$ cat src/rtl/ls259_loader_if.sv
// Write/clear request bus between bus decode and the ls259 loader.
`timescale 1ns/1ps
interface ls259_loader_if;
    logic       wr_valid;
    logic [7:0] wr_data;
    logic [7:0] wr_mask;
    logic       wr_ready;
    logic       clr_req;

    modport master (output wr_valid, output wr_data, output wr_mask, output clr_req,
                    input  wr_ready);
    modport slave  (input  wr_valid, input  wr_data, input  wr_mask, input  clr_req,
                    output wr_ready);
endinterface

$ cat src/rtl/ls259_loader.sv
// Serialises masked byte writes onto an ls259 addressable latch, one bit per
// cycle, and keeps a shadow copy of the latch outputs.
`timescale 1ns/1ps
module ls259_loader #(
    parameter bit AUTO_CLR = 1'b1
) (
    input  logic         clk,
    input  logic         rst_b,
    ls259_loader_if.slave bus,
    output logic [2:0]   S,
    output logic         D,
    output logic         En_b,
    output logic         clr_b,
    output logic [7:0]   shadow,
    output logic         busy
);

    typedef enum logic [1:0] {IDLE, CLEAR, SHIFT} state_t;

    state_t     state, state_nx;
    logic [2:0] idx, idx_nx;
    logic [7:0] data_q, data_nx;
    logic [7:0] mask_q, mask_nx;
    logic       run_q;
    logic [2:0] s_nx;
    logic       d_nx, en_nx, clr_nx;

    // Next-state, capture and handshake decode; latch pins are decoded from the
    // next state so they can be registered without any input-to-pin path.
    always_comb begin
        state_nx     = state;
        idx_nx       = idx;
        data_nx      = data_q;
        mask_nx      = mask_q;
        bus.wr_ready = 1'b0;
        if (!run_q) begin
            // first clock after reset release
            state_nx = AUTO_CLR ? CLEAR : IDLE;
        end else begin
            case (state)
                IDLE: begin
                    bus.wr_ready = !bus.clr_req;
                    if (bus.clr_req) begin
                        state_nx = CLEAR;
                    end else if (bus.wr_valid) begin
                        state_nx = SHIFT;
                        idx_nx   = 3'd0;
                        data_nx  = bus.wr_data;
                        mask_nx  = bus.wr_mask;
                    end
                end
                CLEAR: state_nx = IDLE;
                SHIFT: begin
                    if (idx == 3'd7) begin
                        bus.wr_ready = !bus.clr_req;
                        idx_nx       = 3'd0;
                        if (bus.wr_valid && !bus.clr_req) begin
                            data_nx = bus.wr_data;
                            mask_nx = bus.wr_mask;
                        end else if (bus.clr_req) begin
                            state_nx = CLEAR;
                        end else begin
                            state_nx = IDLE;
                        end
                    end else begin
                        idx_nx = idx + 3'd1;
                    end
                end
                default: state_nx = IDLE;
            endcase
        end

        s_nx   = 3'd0;
        d_nx   = 1'b0;
        en_nx  = 1'b1;
        clr_nx = 1'b1;
        case (state_nx)
            SHIFT: begin
                s_nx  = idx_nx;
                d_nx  = data_nx[idx_nx];
                en_nx = ~mask_nx[idx_nx];
            end
            CLEAR:   clr_nx = 1'b0;
            default: ;
        endcase
    end

    // State, captured write and registered latch pins.
    always_ff @(posedge clk or negedge rst_b) begin
        if (!rst_b) begin
            state  <= IDLE;
            idx    <= 3'd0;
            data_q <= '0;
            mask_q <= '0;
            run_q  <= 1'b0;
            S      <= 3'd0;
            D      <= 1'b0;
            En_b   <= 1'b1;
            clr_b  <= 1'b1;
            busy   <= 1'b0;
        end else begin
            state  <= state_nx;
            idx    <= idx_nx;
            data_q <= data_nx;
            mask_q <= mask_nx;
            run_q  <= 1'b1;
            S      <= s_nx;
            D      <= d_nx;
            En_b   <= en_nx;
            clr_b  <= clr_nx;
            busy   <= (state_nx != IDLE);
        end
    end

    // Shadow follows the latch: clear wins, otherwise an enabled bit takes D.
    always_ff @(posedge clk or negedge rst_b) begin
        if (!rst_b) begin
            shadow <= '0;
        end else if (!clr_b) begin
            shadow <= '0;
        end else if (!En_b) begin
            shadow[S] <= D;
        end
    end

endmodule

$ cat src/flat_wrapper.sv
// flat-port wrapper written by rule: the top's interface ports become plain ports
module ls259_loader_flat 
#(
    parameter bit AUTO_CLR = 1'b1
)
  (clk, rst_b, S, D, En_b, clr_b, shadow, busy, bus_wr_valid, bus_wr_data, bus_wr_mask, bus_clr_req, bus_wr_ready);
  ls259_loader_if bus_i ();
  input  logic clk;
  input  logic rst_b;
  output logic [2:0] S;
  output logic D;
  output logic En_b;
  output logic clr_b;
  output logic [7:0] shadow;
  output logic busy;
  input wire logic [$bits(bus_i.wr_valid)-1:0] bus_wr_valid;
  input wire logic [$bits(bus_i.wr_data)-1:0] bus_wr_data;
  input wire logic [$bits(bus_i.wr_mask)-1:0] bus_wr_mask;
  input wire logic [$bits(bus_i.clr_req)-1:0] bus_clr_req;
  output wire logic [$bits(bus_i.wr_ready)-1:0] bus_wr_ready;
  assign bus_i.wr_valid = bus_wr_valid;
  assign bus_i.wr_data = bus_wr_data;
  assign bus_i.wr_mask = bus_wr_mask;
  assign bus_i.clr_req = bus_clr_req;
  assign bus_wr_ready = bus_i.wr_ready;
  ls259_loader #(.AUTO_CLR(AUTO_CLR)) u_core (.clk(clk), .rst_b(rst_b), .bus(bus_i), .S(S), .D(D), .En_b(En_b), .clr_b(clr_b), .shadow(shadow), .busy(busy));
endmodule
$ cat config.mk
export PLATFORM = sky130hd
export DESIGN_NAME = ls259_loader_flat
export DESIGN_NICKNAME = d
export VERILOG_FILES = /design/src/rtl/ls259_loader_if.sv /design/src/rtl/ls259_loader.sv /design/src/flat_wrapper.sv
export SDC_FILE = /design/constraint.sdc
export NUM_CORES = 1
export LEC_CHECK = 0
export ABC_AREA = 1
export CAP_MARGIN = 15
export CORE_MARGIN = 4
export CORE_UTILIZATION = 54
export CTS_CLUSTER_DIAMETER = 120
export DETAILED_ROUTE_END_ITERATION = 10
export PLACE_DENSITY = 0.91
export SKIP_CTS_REPAIR_TIMING = 1
export SYNTH_ARGS = -nofsm -noshare
export SYNTH_HDL_FRONTEND = slang
export SYNTH_SLANG_ARGS = --single-unit
$ cat constraint.sdc
create_clock -name clk -period 2.55 [get_ports clk]
set_input_delay 0.3825 -clock clk [delete_from_list [all_inputs] [get_ports clk]]
set_output_delay 0.3825 -clock clk [all_outputs]
set_load 0.005 [all_outputs]
## Yosys cells after proc, flatten, opt, wreduce, memory -nomap -nowiden

Cells that the tools add are included.

| word-level totals | value |
|---|---|
| register bits | 37 |
| input bits | 20 |
| output and inout port bits | 16 |

| operators by class | value |
|---|---|
| add/sub/neg operators | 1 |
| magnitude comparators | 3 |
| equality and inequality tests | 5 |
| mux-type cells | 40 |
| bitwise operators | 1 |
| reduce and logical (&&, ||, !) cells | 5 |

Operators by type and width:

| operator | number |
|---|---|
| 2-to-1 mux 8 bit | 12 |
| one-hot mux 8 bit (2 select lines) | 2 |
| 2-to-1 mux 3 bit | 5 |
| 2-to-1 mux 2 bit | 5 |
| 2-to-1 mux 1 bit | 9 |
| bitwise mux 8 bit | 1 |
| less-than comparator 3 x 4 -> 1 bit, second input constant | 2 |
| binary-select mux 1 bit (select 3 bit) | 2 |
| one-hot mux 3 bit (2 select lines) | 1 |
| equality test 2 bit, second input constant | 2 |
| one-hot mux 2 bit (2 select lines) | 1 |
| adder 3 x 1 -> 3 bit, second input constant | 1 |
| demux 1 bit (select 3 bit) | 1 |
| equality test 3 bit, second input constant | 1 |
| >= comparator 3 x 1 -> 1 bit, second input constant | 1 |
| equality test 2 x 1 -> 1 bit, second input constant | 1 |
| logical AND 1 bit | 2 |
| zero test 2 bit | 1 |
| != test 2 bit, second input constant | 1 |
| one-hot mux 1 bit (2 select lines) | 1 |
| nonzero test 2 bit | 1 |
| zero test 1 bit | 1 |
| inverter 1 bit | 1 |

## Longest topological paths before layout

| logic depth | value |
|---|---|
| depth in word-level cells | 10 |
| gate-level depth with buffers | 14 |
| gate-level depth less buffers | 13 |

## Worst setup path before layout

Ideal clock, no wire load.

| timing path | value |
|---|---|
| path type | register -> register |
| start | register u_core.idx[0] |
| end | register u_core.D |
| setup time | 0.072 ns |
| arrival time | 1.764 ns |
| required time | 2.478 ns |
| path slack | 0.714 ns |
| stages on the path, launching flop included | 15 |
| cell sequence | dfrtp_1 > ha_1 > ha_1 > buf_2 > nor2_1 > nand2_1 > nand2_2 > nand2_1 > nand2_4 > nand3_1 > nand3_1 > nand2_1 > nand2_1 > nand2_1 > nor2_1 |

| between the ends | value |
|---|---|
| cells in the longest elaborated chain, start to end | 7 |
| elaborated cells between the ends (all ways) | 17 |
| those cells by class | add/sub: 1; eq/ne: 2; mux: 14 |

RTL lines:

| what | RTL line | RTL |
|---|---|---|
| from (decl) | ls259_loader.sv:21 | `logic [2:0] idx, idx_nx;` |
| from (signal assigned) | ls259_loader.sv:103 | `idx <= idx_nx;` |
| adder 3 x 1 -> 3 bit (tied with other cells) | ls259_loader.sv:66 | `idx_nx = idx + 3'd1;` |
| 2-to-1 mux 3 bit, on equally long branches | ls259_loader.sv:54, ls259_loader.sv:43 |  |
| one-hot mux 3 bit (2 select lines) | ls259_loader.sv:40 | `case (state)` |
| 2-to-1 mux 3 bit * | ls259_loader.sv:36 | `if (!run_q) begin` |
| via u_core.idx_nx[0] | ls259_loader.sv:21 |  |
| binary-select mux 1 bit (select 3 bit) * | ls259_loader.sv:80 | `d_nx = data_nx[idx_nx];` |
| 2-to-1 mux 1 bit (not written as such) * | ls259_loader.sv:80 |  |
| 2-to-1 mux 1 bit * | ls259_loader.sv:77 | `case (state_nx)` |
| via u_core.d_nx | ls259_loader.sv:26 | `logic d_nx, en_nx, clr_nx;` |
| to (signal assigned) | ls259_loader.sv:108 | `D <= d_nx;` |
| to (decl) | ls259_loader.sv:11 | `output logic D,` |

Mark *: on every way through the listed nets, which the timed path passes. The rest lies on a longest branch. The select of a mux whose other input is x is not followed.
A chain may end at the register's enable or synchronous reset.

## Worst setup path in the final report

| timing path | value |
|---|---|
| start | register u_core.idx[0] |
| end | output bus_wr_ready |

| between the ends | value |
|---|---|
| cells in the longest elaborated chain, start to end | 4 |

RTL lines:

| what | RTL line | RTL |
|---|---|---|
| equality test 3 bit | ls259_loader.sv:54 | `if (idx == 3'd7) begin` |
| 2-to-1 mux 1 bit | ls259_loader.sv:54 |  |
| one-hot mux 1 bit (2 select lines) | ls259_loader.sv:40 |  |
| 2-to-1 mux 1 bit | ls259_loader.sv:36 |  |
| to (decl) | flat_wrapper.sv:20 | `output wire logic [$bits(bus_i.wr_ready)-1:0] bus_wr_ready;` |

No other way between the ends.

==> qor.yml <==
fin_cells: 440
htree_levels: 2
ys_types: 28
cts_made_buffers: 5
antenna_found_initial: 0
dpl_worst_slack_ns: 0.208
finalNetCount: 409
hpwlAfterDp_um: 4420
synthCells: 349
drtIter0Drc: 263
ctsRootBufferMaster: "clkbuf_8"
crit_required_ns: 2.17
reg2regPathDepth: 14
cp_data_arrival_time_ns: 2.01
critical_path.cell_chain: "ha_1, ha_1, inv_1, nand2_1, nand2_1, nor2_1, clkdlybuf4s50_1"
grtUsageTotal_pct: 22.4
route.vias.total: 2499
clk_pin_slew_ns: 0.08
synth.top_cells.by_area: "dfrtp_1 (36%), nand2_1 (18%), nand3_1 (10%)"
vdd_drop_max_mv: 0.391
status: "finished, final reports clean"
finClkSkew_ns: 0.00724
async_flop_share_pct: 100
clock_latency_ns: 0.30
rows: 24
setup_violations: 0
grt_max_degree: 38
leakage_nw: 1.53
synth_top_area_share_pct: 36.3
cp_max_fo: 4
synth_edf_count: 0
rsz0062_at_grt: "false"
drc_errors: 0
grt_pass1_wl_um: 9710
diodes: 0
synth_area_per_cell_sq_um: 6.92
max_freq_ghz: 0.418
netlist.top_cell.by_area: "dfrtp_1"
crit_family: "buffers and inverters"
cts_tree: "yes"
fp.dieArea_sq_um: 5610
drt_pass1_iterations: 5
grt_pass1_vias: 2195
die_w_um: 74.9
utilization_pct: 67.6
period_minus_slack_ns: 2.39
cts.sinks: 37
reg2reg_slack_ns: 0.31
max_slew_margin_pct: 65.1
synth_nets: 371
setup_ws_ns: 0.158
crit_type: "reg2out"
coreArea_sq_um: 4350
cp-startpoint: "u_core.idx[0]"
gp_congestion: 0.942
critPathLaunchType: "flip-flop"
via_per_inst: 5.68
finalSetupTns_ns: 0
endpoint_kind: "primary output"
cp_slowest_cell: "clkdlybuf4s50_1"
synth_area_sq_um: 2420
post-route-period-util_pct: 93.8
p_total_w: 0.00176
die_h_um: 74.9
worstMarginPinSlew_ns: 0.523
hold_viol: 0
pin_count: 36
r2r_end: "u_core.D"
routedWlPerCell_um: 13.9
seq_area_frac_synth_pct: 38.4
wl_um: 6100
antenna_left: 0
overflow: 0
max_cap_violations: 0
power_density_nw_per_um2: 599
finalMaxSlewViolations: 0
clock_path_buffers: 2
synth.most_common_cell: "nand2_1"
crit_buf_inv: 2
min_path_type: "in2async"
dp.cells: 432
r2r_start: "u_core.idx[0]"
area_growth_pct: 21.9
yosysWarnings: 0
ys_ff_latch: 37
ys.flop_type: "dfrtp_1"
drive_gt1_share_pct: 11.6
max_stage_delay_ns: 0.50
synth_common_cells: "nand2_1 (118), nand3_1 (50), inv_1 (40)"
io_buffers: 35
initial_utilization_pct: 55.5
-- area by class of cell --
cell class	count	area [sq um]
multi-input cells	254	1240
clock buffers	6	82.6
inverters	44	165
repair buffers	45	425
fillers	344	1410
flip-flops and latches	37	928
well taps	52	65.1
clock inverters	2	37.5
-- registers in the layout, summed over array words and instances (netlist names) --
signal         flops
u_core.data_q      8
u_core.mask_q      8
u_core.shadow      8
u_core.S           3
u_core.idx         3
u_core.state       2
u_core.D           1
u_core.En_b        1
u_core.busy        1
u_core.clr_b       1
u_core.run_q       1
-- stage by stage --
stage	hold slack, ns	instance area (sq um)
final	0.502	2950
after global routing	0.564	2950
after CTS	0.519	2950
after detailed placement	0.532	2830
after global placement	0.527	2830
after floorplan	0.0869	2420
-- layout by cell type, fill, tap and decap left out, types with 4 or more instances in the layout --
| cell | instances |
|---|---|
| nand2_1 | 118 |
| nand3_1 | 50 |
| inv_1 | 40 |
| clkdlybuf4s50_1 | 35 |
| dfrtp_1 | 35 |
| nor2_1 | 17 |
| a21boi_0 | 15 |
| o21ai_0 | 12 |
| or2_2 | 10 |
| buf_4 | 10 |
| nand4_1 | 7 |
| clkbuf_8 | 6 |
| inv_2 | 4 |
| o211ai_1 | 4 |
| o21ai_1 | 4 |
-- where the power goes --
group | internal (W) | total [W] | switching (W)
sequential | 0.000668 | 0.000729 | 0.0000611
combinational | 0.000213 | 0.000495 | 0.000282
clock | 0.000318 | 0.000540 | 0.000222
-- kinds of logic (layout without fill, tap and decap cells) --
group           count (synthesis)  count (layout)  synth area share, %
compound gates                 40              40                 11.2
fa+ha+maj                       2               2                 1.04
buf+inv                        58              97                 10.2
flops                          37              37                 38.4
other cells                     1               1                0.155
simple gates                  211             211                 39.0
-- routing by layer --
metal	track usage (%)	vias to the layer above	wire length (um)
met5	0	-	0
met1	30.5	1145	2580
met3	4.67	31	529
met2	34.3	137	2790
met4	9.88	0	199
li1	-	1186	-
-- worst max path at each step --
| stage | end | cells past startpoint |
|---|---|---|
| 6_report | bus_wr_ready | 7 |
| 5_1_grt | bus_wr_ready | 7 |
| 4_1_cts | bus_wr_ready | 7 |
| 3_5_place_dp | u_core.D | 13 |
| 3_3_place_gp | u_core.D | 14 |
| 2_1_floorplan | u_core.D | 14 |
No activity file was read; power rests on OpenSTA's default activity.
